`src/rtl/scan_pkg.sv`:
```
// Shared definitions for the scan/direct decoder family.
//   MODE_DIRECT / MODE_SCAN : encodings of the decoder mode input
//   state_t                 : OFF / DIRECT / SCAN operating states
//   onehot()                : index -> one-hot vector, up to 64 lines. Callers
//                             size-cast the result to their own line count.
package scan_pkg;

    localparam logic MODE_DIRECT = 1'b0;
    localparam logic MODE_SCAN   = 1'b1;

    typedef enum logic [1:0] {
        ST_OFF    = 2'd0,
        ST_DIRECT = 2'd1,
        ST_SCAN   = 2'd2
    } state_t;

    function automatic logic [63:0] onehot(input logic [5:0] idx);
        onehot = 64'd1 << idx;
    endfunction

endpackage

```
`src/rtl/scan_timer.sv`:
```
// Dwell/blank counter for the scanning decoder.
// One scan slot lasts DWELL + BLANK cycles. The line is shown for the first
// DWELL cycles of the slot and blanked for the remaining BLANK cycles.
// Ports:
//   clk, rst : clock, asynchronous active-high reset
//   clr      : synchronous clear of the slot counter (takes priority over run)
//   run      : count this cycle
//   adv      : last shown cycle of the line; the index moves on at this edge
//   start    : last cycle of the slot; the next cycle shows a new line
//   blank    : the next cycle falls in the blanking part of the slot
module scan_timer #(
    parameter int DWELL = 1000,
    parameter int BLANK = 0
) (
    input  logic clk,
    input  logic rst,
    input  logic clr,
    input  logic run,
    output logic adv,
    output logic start,
    output logic blank
);

    localparam int PERIOD = DWELL + BLANK;
    localparam int CNT_W  = (PERIOD > 1) ? $clog2(PERIOD) : 1;
    localparam logic [CNT_W-1:0] DWELL_END = CNT_W'(DWELL - 1);
    localparam logic [CNT_W-1:0] LAST      = CNT_W'(PERIOD - 1);

    logic [CNT_W-1:0] cnt_q, cnt_d;

    always_comb begin
        cnt_d = cnt_q;
        if (clr) begin
            cnt_d = '0;
        end else if (run) begin
            cnt_d = (cnt_q == LAST) ? '0 : cnt_q + CNT_W'(1);
        end
    end

    always_ff @(posedge clk or posedge rst) begin
        if (rst) begin
            cnt_q <= '0;
        end else begin
            cnt_q <= cnt_d;
        end
    end

    assign adv   = run && (cnt_q == DWELL_END);
    assign start = run && (cnt_q == LAST);
    // Next count lands in [DWELL, PERIOD-1]. Empty range when BLANK is 0,
    // because DWELL_END then equals LAST.
    assign blank = run && (cnt_q >= DWELL_END) && (cnt_q != LAST);

endmodule

```
`src/rtl/scan_decoder.sv`:
```
// Registered one-hot decoder with direct and scanning modes.
// Direct mode shows the latched address. Scan mode walks every line, holding
// each line for DWELL cycles. This drives display digits and keypad columns.
// Build option: SCAN_DECODER_BLANK_EN adds parameter BLANK. When set, each
// scanned line is followed by BLANK all-off cycles (anti-ghosting).
// Ports:
//   clk, rst  : clock, asynchronous active-high reset
//   en        : global enable; low turns all lines off
//   mode      : 0 direct, 1 scan
//   sel       : direct-mode address, captured when sel_valid is high
//   sel_valid : address strobe
//   d         : one-hot line outputs (registered)
//   cur_idx   : index shown on d (registered)
//   wrap      : one-cycle pulse on the first line-0 cycle after a wrap
module scan_decoder
    import scan_pkg::*;
#(
    parameter int SEL_W = 4,
    parameter int DWELL = 1000
`ifdef SCAN_DECODER_BLANK_EN
    ,
    parameter int BLANK = 2
`endif
) (
    input  logic                    clk,
    input  logic                    rst,
    input  logic                    en,
    input  logic                    mode,
    input  logic [SEL_W-1:0]        sel,
    input  logic                    sel_valid,
    output logic [(1<<SEL_W)-1:0]   d,
    output logic [SEL_W-1:0]        cur_idx,
    output logic                    wrap
);

    localparam int N = 1 << SEL_W;
`ifdef SCAN_DECODER_BLANK_EN
    localparam int BLANK_CYC = BLANK;
`else
    localparam int BLANK_CYC = 0;
`endif

    state_t           state_q, state_d;
    logic [SEL_W-1:0] latch_q, latch_d;
    logic [SEL_W-1:0] scan_idx_q, scan_idx_d;
    logic [SEL_W-1:0] cur_idx_q, cur_idx_d;
    logic [N-1:0]     d_q, d_d;
    logic             wrap_q, wrap_d;
    logic             tmr_clr, tmr_run, tmr_adv, tmr_start, tmr_blank;

    scan_timer #(
        .DWELL (DWELL),
        .BLANK (BLANK_CYC)
    ) u_timer (
        .clk   (clk),
        .rst   (rst),
        .clr   (tmr_clr),
        .run   (tmr_run),
        .adv   (tmr_adv),
        .start (tmr_start),
        .blank (tmr_blank)
    );

    always_comb begin
        state_d = ST_OFF;
        if (en) begin
            state_d = (mode == MODE_SCAN) ? ST_SCAN : ST_DIRECT;
        end
    end

    always_ff @(posedge clk or posedge rst) begin
        if (rst) begin
            state_q <= ST_OFF;
        end else begin
            state_q <= state_d;
        end
    end

    // Outputs are computed from the state being entered on this edge, so
    // every input change shows on the registered outputs one cycle later.
    // The direct decode uses latch_d so a strobed address bypasses the latch.
    always_comb begin
        latch_d    = sel_valid ? sel : latch_q;
        scan_idx_d = scan_idx_q;
        cur_idx_d  = cur_idx_q;
        d_d        = '0;
        wrap_d     = 1'b0;
        tmr_clr    = 1'b1;
        tmr_run    = 1'b0;
        case (state_d)
            ST_DIRECT: begin
                d_d       = N'(onehot(6'(latch_d)));
                cur_idx_d = latch_d;
            end
            ST_SCAN: begin
                if (state_q == ST_SCAN) begin
                    tmr_clr = 1'b0;
                    tmr_run = 1'b1;
                    if (tmr_adv) begin
                        scan_idx_d = scan_idx_q + SEL_W'(1);
                    end
                    // Line 0 can only be reached from a running slot by wrapping.
                    wrap_d = tmr_start && (scan_idx_d == '0);
                end else begin
                    scan_idx_d = '0;
                end
                cur_idx_d = scan_idx_d;
                if (!tmr_blank) begin
                    d_d = N'(onehot(6'(scan_idx_d)));
                end
            end
            default: begin
                scan_idx_d = '0;
            end
        endcase
    end

    always_ff @(posedge clk or posedge rst) begin
        if (rst) begin
            latch_q    <= '0;
            scan_idx_q <= '0;
            cur_idx_q  <= '0;
            d_q        <= '0;
            wrap_q     <= 1'b0;
        end else begin
            latch_q    <= latch_d;
            scan_idx_q <= scan_idx_d;
            cur_idx_q  <= cur_idx_d;
            d_q        <= d_d;
            wrap_q     <= wrap_d;
        end
    end

    assign d       = d_q;
    assign cur_idx = cur_idx_q;
    assign wrap    = wrap_q;

endmodule

```
`config.mk`:
```
export PLATFORM = sky130hd
export DESIGN_NAME = scan_decoder
export DESIGN_NICKNAME = d
export VERILOG_FILES = /design/src/rtl/scan_pkg.sv /design/src/rtl/scan_timer.sv /design/src/rtl/scan_decoder.sv
export SDC_FILE = /design/constraint.sdc
export NUM_CORES = 1
export LEC_CHECK = 0
export ABC_AREA = 1
export CAP_MARGIN = 20
export CORE_MARGIN = 3
export CORE_UTILIZATION = 40
export DETAILED_ROUTE_END_ITERATION = 6
export GPL_TIMING_DRIVEN = 0
export PLACE_DENSITY = 0.6
export REMOVE_ABC_BUFFERS = 1
export SLEW_MARGIN = 15
export SYNTH_ARGS = -nofsm -noshare
export SYNTH_HDL_FRONTEND = slang
export SYNTH_HIERARCHICAL = 1
export SYNTH_SLANG_ARGS = --single-unit
```
`constraint.sdc`:
```
create_clock -name clk -period 3.2 [get_ports clk]
set_input_delay 0.64 -clock clk [delete_from_list [all_inputs] [get_ports clk]]
set_output_delay 0.64 -clock clk [all_outputs]
set_load 0.01 [all_outputs]
```
==> results of run 1 <==
==> registers in the layout, summed over array words and instances (netlist names) <==
name           cells
cur_idx            4
scan_idx_q         4
d                 16
wrap               1
latch_q            4
state_q            2
u_timer/cnt_q     10
==> cells in the mapped netlist <==
cell type  instances
inv_2              1
nor2_4             9
nand4_1            6
dfrtp_1           41
nand3_2            1
nand3_1           16
nand2_4            1
nor2_1            26
xor2_1             1
xnor2_1            1
o21ai_1            6
nand2_2           10
nand3b_1           1
inv_4              1
nor2_2             1
a21oi_1            3
o21ai_0           12
nor3_1             2
nand2_1           71
o211ai_1           3
o21ai_2            7
inv_1             38
nor4_1             1
clkinv_2           1
ha_1               2
buf_4              2
==> worst max-delay path: stages <==
cell	delay [ns]
clkdlybuf4s50_1	0.53
nand2_1	0.12
nor2_4	0.30
inv_1	0.11
nor2_1	0.45
nand2_2	0.11
nor2_1	0.12
nand2_1	0.06
nand2_1	0.17
nand3_1	0.18
o21ai_1	0.22
==> how the worst max path moves through the flow <==
stage	cells after the start	endpoint	start	slack (ns)
after floorplan	11	d[2]	mode	1.09
after global placement	11	d[14]	mode	0.15
after detailed placement	11	d[12]	mode	0.10
after CTS	11	d[14]	mode	0.40
after global routing	11	d[12]	mode	0.02
final	11	d[14]	mode	0.38
==> layout make-up <==
class | count | area [sq um] | share of cell area (%)
Clock inverter | 1 | 30.03 | 1.154
Sequential cell | 41 | 1026 | 39.42
Tap cell | 67 | 83.83 | 3.221
Timing Repair Buffer | 29 | 290.3 | 11.15
Clock buffer | 7 | 86.33 | 3.317
Inverter | 41 | 157.7 | 6.058
Multi-Input combinational cell | 180 | 928.4 | 35.67
==> logic make-up after synthesis <==
| group | share of synthesized area [%] |
|---|---|
| buf+inv | 8.117 |
| flops | 48.24 |
| compound gates | 8.882 |
| fa+ha+maj | 1.176 |
| simple gates | 32.77 |
| xor+xnor | 0.8237 |
==> routing by layer <==
metal  vias up  track usage [%]
li1        893                -
met5         -                0
met2        33            24.70
met1       772            22.15
met3         4            2.834
met4         0            4.124
==> where the power goes <==
part | internal, mW | leakage, nW | switching, mW | total (mW)
Clock | 0.254 | 0.0585 | 0.165 | 0.419
Sequential | 0.532 | 0.554 | 0.00554 | 0.537
Combinational | 0.0384 | 0.558 | 0.0608 | 0.0991
==> out/qor.txt, run 1 <==
Final TNS setup -> 0 ns
GP Congestion -> 0.8016
First-pass GRT wire length -> 7755 microns
DRC violations left -> 0
Worst EP required -> 3.39 ns
CP Capture Type -> register
Slew HR -> 58.88%
Synth Instances -> 264
Clk sinks -> 41
Synth top area cells -> dfrtp_1, nand2_1, inv_1, nor2_4, nor2_1
Row count -> 25
CTS buffer count -> 5
Commonest cells after routing, fill and taps aside -> nand2_1, dfrtp_1, inv_1
Min-Delay Startpoint -> cur_idx[3]
Detailed Route WL -> 4250 microns
Placement Setup Slack -> 0.1049 ns
Largest area contributor in the netlist -> dfrtp_1
Root Driver -> clkbuf_8
Overall routing resource usage -> 15.61%
Clock buffer depth -> 2
Vias per cell -> 4.650
IO Port Bufs -> 29
Met2 wire length -> 1892 microns
Ant diodes -> 0
Peak VDD IR -> 0.1650 mV
Core Area -> 4942 sq um
Critical path class -> in -> reg
Drt wl/cell -> 11.61 microns
Die area -> 6228 sq um
Max Slew Vio Count -> 0
First-pass DRT Iterations -> 4
Clk_lat worst skew -> 0.28 ns
Antenna Nets Post-Route -> 0
Status -> completed
FF-to-FF path depth -> 11
Crit path DAT -> 3.01 ns
Nets -> 309
Worst hold path class -> reg -> reg
Layout filler cell count -> 514
Least-Margin Pin Slew -> 0.6159 ns
Fin. Hold Viols -> 0
Syn-to-layout area delta -> 22.35%
Fin crit period -> 2.825 ns
RR Startpoint -> state_q[0]
Post-synthesis sequential area ratio -> 48.24%
Final std cells w/o fill -> 366
Dpl cell area -> 2486 sq um
Congestion Overflow GR -> 0
Max-cap viol count -> 0
Commonest non-fill, non-tap cell in the layout -> nand2_1
Worst flop-to-flop path endpoint -> d[14]
Synth unique cells -> 26
R2R setup slack -> 0.71 ns
Ratio of final minimum period to clock period -> 88.27%
M1 WL -> 2159 microns
Via count -> 1702
Post-CTS Setup Inserts -> 0
Largest net degree at the start of global routing -> 32
CTS H-tree lvls -> 2
Met3 routed WL -> 148 microns
Post-Route Skew -> 0.006698 ns
Final Setup Violations -> 0
Setup crit start kind -> input pin
Cts hold-fix bufs -> 0
Worst-path clk slew -> 0.08 ns
Worst Hold Endpoint -> cur_idx[3]
Power Total -> 1.056 mW
Layout cells sized above 1 -> 13.38%
Worst Hold Depth -> 2
Post-Syn Area -> 2127 sq um
Post-synth top area share -> 48.24%
Finished Core Util -> 52.66%
Syn Area/Cell -> 8.057 sq um
Detailed router's first-iteration violation count -> 76
Boundary Pins -> 30
Dpl hpwl -> 3293 microns
Post_cts resized -> 0
Worst Path Max Fanout -> 11
Synth Register Bits -> 41
WHS -> 0.5133 ns
Initial cell density of the core -> 43.04%
Design Area, Final -> 2603 sq um
Die height -> 78.92 microns
Die width -> 78.92 microns
RSZ-0062 raised after global routing -> no
Warnings from Yosys -> 6
Leakage -> 1.171 nW
Pwr per Cell Area -> 405.7 nW/um^2
Placed cell count -> 358
Initial antenna violation count -> 0
Max layer used -> met4
Vias in the first global route -> 1695
Final setup margin -> 0.3752 ns
CTS tree -> done
FMAX -> 354.0 MHz
(Power assumes the default switching activity.)
==> inputs of run 2 (changes only) <==
- ABC_CLOCK_PERIOD_IN_PS: not set -> 3200
- CTS_CLUSTER_SIZE: not set -> 40
- RECOVER_POWER: not set -> 25
==> out/qor.txt, run 2 (same netlist as run 1, synthesis figures left out) <==
Status -> completed (unchanged)
Met2 wire length -> 1889 microns (was 1892 microns)
Ant diodes -> 0 (unchanged)
CTS H-tree lvls -> 2 (unchanged)
Max layer used -> met4 (unchanged)
Worst Path Max Fanout -> 11 (unchanged)
Peak VDD IR -> 0.1637 mV (was 0.1650 mV)
Detailed router's first-iteration violation count -> 79 (was 76)
Largest register FFs -> 16 (unchanged)
Via count -> 1702 (unchanged)
Die area -> 6228 sq um (unchanged)
Clk sinks -> 41 (unchanged)
First-pass DRT Iterations -> 4 (unchanged)
Core Area -> 4942 sq um (unchanged)
CTS tree -> done (unchanged)
DRC violations left -> 0 (unchanged)
Post-CTS Setup Inserts -> 0 (unchanged)
Worst-path clk slew -> 0.08 ns (about the same)
Congestion Overflow GR -> 0 (unchanged)
Least-Margin Pin Slew -> 1.116 ns (was 0.6159 ns)
CTS buffer count -> 5 (unchanged)
Largest net degree at the start of global routing -> 32 (unchanged)
Boundary Pins -> 30 (unchanged)
Root Driver -> clkbuf_8 (unchanged)
Antenna Nets Post-Route -> 0 (unchanged)
IO Port Bufs -> 29 (unchanged)
First-pass GRT wire length -> 7755 microns (unchanged)
Detailed Route WL -> 4240 microns (was 4250 microns)
Nets -> 309 (unchanged)
Max Slew Vio Count -> 0 (unchanged)
Clk_lat worst skew -> 0.28 ns (about the same)
Die width -> 78.92 microns (unchanged)
Post_cts resized -> 0 (unchanged)
FMAX -> 351.9 MHz (was 354.0 MHz)
Vias in the first global route -> 1695 (unchanged)
Crit path DAT -> 3.03 ns (was 3.01 ns)
Overall routing resource usage -> 15.61% (unchanged)
Critical path class -> in -> reg (unchanged)
Max-cap viol count -> 0 (unchanged)
Met3 routed WL -> 151 microns (was 148 microns)
Drt wl/cell -> 11.58 microns (was 11.61 microns)
M1 WL -> 2150 microns (was 2159 microns)
Final TNS setup -> 0 ns (unchanged)
Post-Route Skew -> 0.008204 ns (was 0.006698 ns)
Layout cells sized above 1 -> 12.71% (was 13.38%)
Dpl hpwl -> 3293 microns (unchanged)
CP Capture Type -> register (unchanged)
GP Congestion -> 0.8016 (unchanged)
Worst hold path class -> reg -> reg (unchanged)
Initial cell density of the core -> 43.04% (unchanged)
Die height -> 78.92 microns (unchanged)
Setup crit start kind -> input pin (unchanged)
Ratio of final minimum period to clock period -> 88.80% (was 88.27%)
Syn-to-layout area delta -> 22.00% (was 22.35%)
Commonest cells after routing, fill and taps aside -> nand2_1, dfrtp_1, inv_1 (unchanged)
RSZ-0062 raised after global routing -> no (unchanged)
WHS -> 0.5122 ns (was 0.5133 ns)
Leakage -> 1.172 nW (was 1.171 nW)
Clock buffer depth -> 2 (unchanged)
Commonest non-fill, non-tap cell in the layout -> nand2_1 (unchanged)
Worst EP required -> 3.39 ns (about the same)
Cts hold-fix bufs -> 0 (unchanged)
Row count -> 25 (unchanged)
Fin crit period -> 2.842 ns (was 2.825 ns)
Vias per cell -> 4.650 (unchanged)
Final Setup Violations -> 0 (unchanged)
Fin. Hold Viols -> 0 (unchanged)
Pwr per Cell Area -> 405.4 nW/um^2 (was 405.7 nW/um^2)
Slew HR -> 25.54% (was 58.88%)
Initial antenna violation count -> 0 (unchanged)
[run 2: cell count changes in the layout (fill, tap and decap cells not counted)]
| cell | delta |
|---|---|
| clkdlybuf4s50_1 | -2 |
| nor2_1 | +1 |
| inv_2 | -1 |
| nor2_4 | -1 |
| inv_1 | +1 |
| dlygate4sd3_1 | +2 |
[run 2: metrics by stage]
step	power, mW	instances	cell area [sq um]	utilization (%)	setup slack (ns)
6_report	1.052	366	2595	52.51	0.3584
5_1_grt	1.104	366	2595	52.51	0.01003
4_1_cts	1.066	366	2603	52.66	0.4005
3_5_place_dp	0.6489	358	2486	50.30	0.1049
3_3_place_gp	0.6478	358	2486	50.30	0.1547
2_1_floorplan	0.6050	262	2112	-	1.088
[run 2: where the power goes]
part / switching (mW) / leakage (nW) / internal [mW] / total (mW)
registers: 0.00554 / 0.554 / 0.532 / 0.538
clock network: 0.163 / 0.0585 / 0.254 / 0.417
logic: 0.0599 / 0.559 / 0.0374 / 0.0974
[run 2: final timing paths]
kind,startpoint,end,slack (ns),depth (start not counted)
max in group asynchronous,rst,latch_q[1],1.42,2
min in group asynchronous,rst,u_timer/cnt_q[5],0.78,2
worst min-delay path,cur_idx[3],cur_idx[3],0.51,2
worst min register to register,cur_idx[3],cur_idx[3],0.51,2
worst max register to register,state_q[0],d[14],0.70,11
worst max-delay path,mode,d[14],0.36,11
[run 2: worst max-delay path: stages]
cell and delay, ns:
dlygate4sd3_1 0.55, nand2_1 0.11, nor2_4 0.30, inv_1 0.11, nor2_1 0.45, nand2_2 0.11
nor2_1 0.12, nand2_1 0.06, nand2_1 0.17, nand3_1 0.18, o21ai_1 0.22
[run 2: routing by layer]
metal | GRT usage (%) | vias up
li1 | - | 893
met1 | 22.15 | 772
met2 | 24.70 | 33
met3 | 2.834 | 4
met4 | 4.124 | 0
met5 | 0 | -
[run 2: cell type report]
cell class	count	area (sq um)
repair buffers	29	290.3
clock inverters	1	30.03
fillers	515	2347
inverters	41	157.7
well taps	67	83.83
multi-input cells	180	920.9
flip-flops and latches	41	1026
clock buffers	7	86.33
==> inputs of run 3 (changes only) <==
- RECOVER_POWER: 25 -> not set
==> results of run 3 <==
Same layout as run 1: the final DEF is identical, and so are final timing and power.
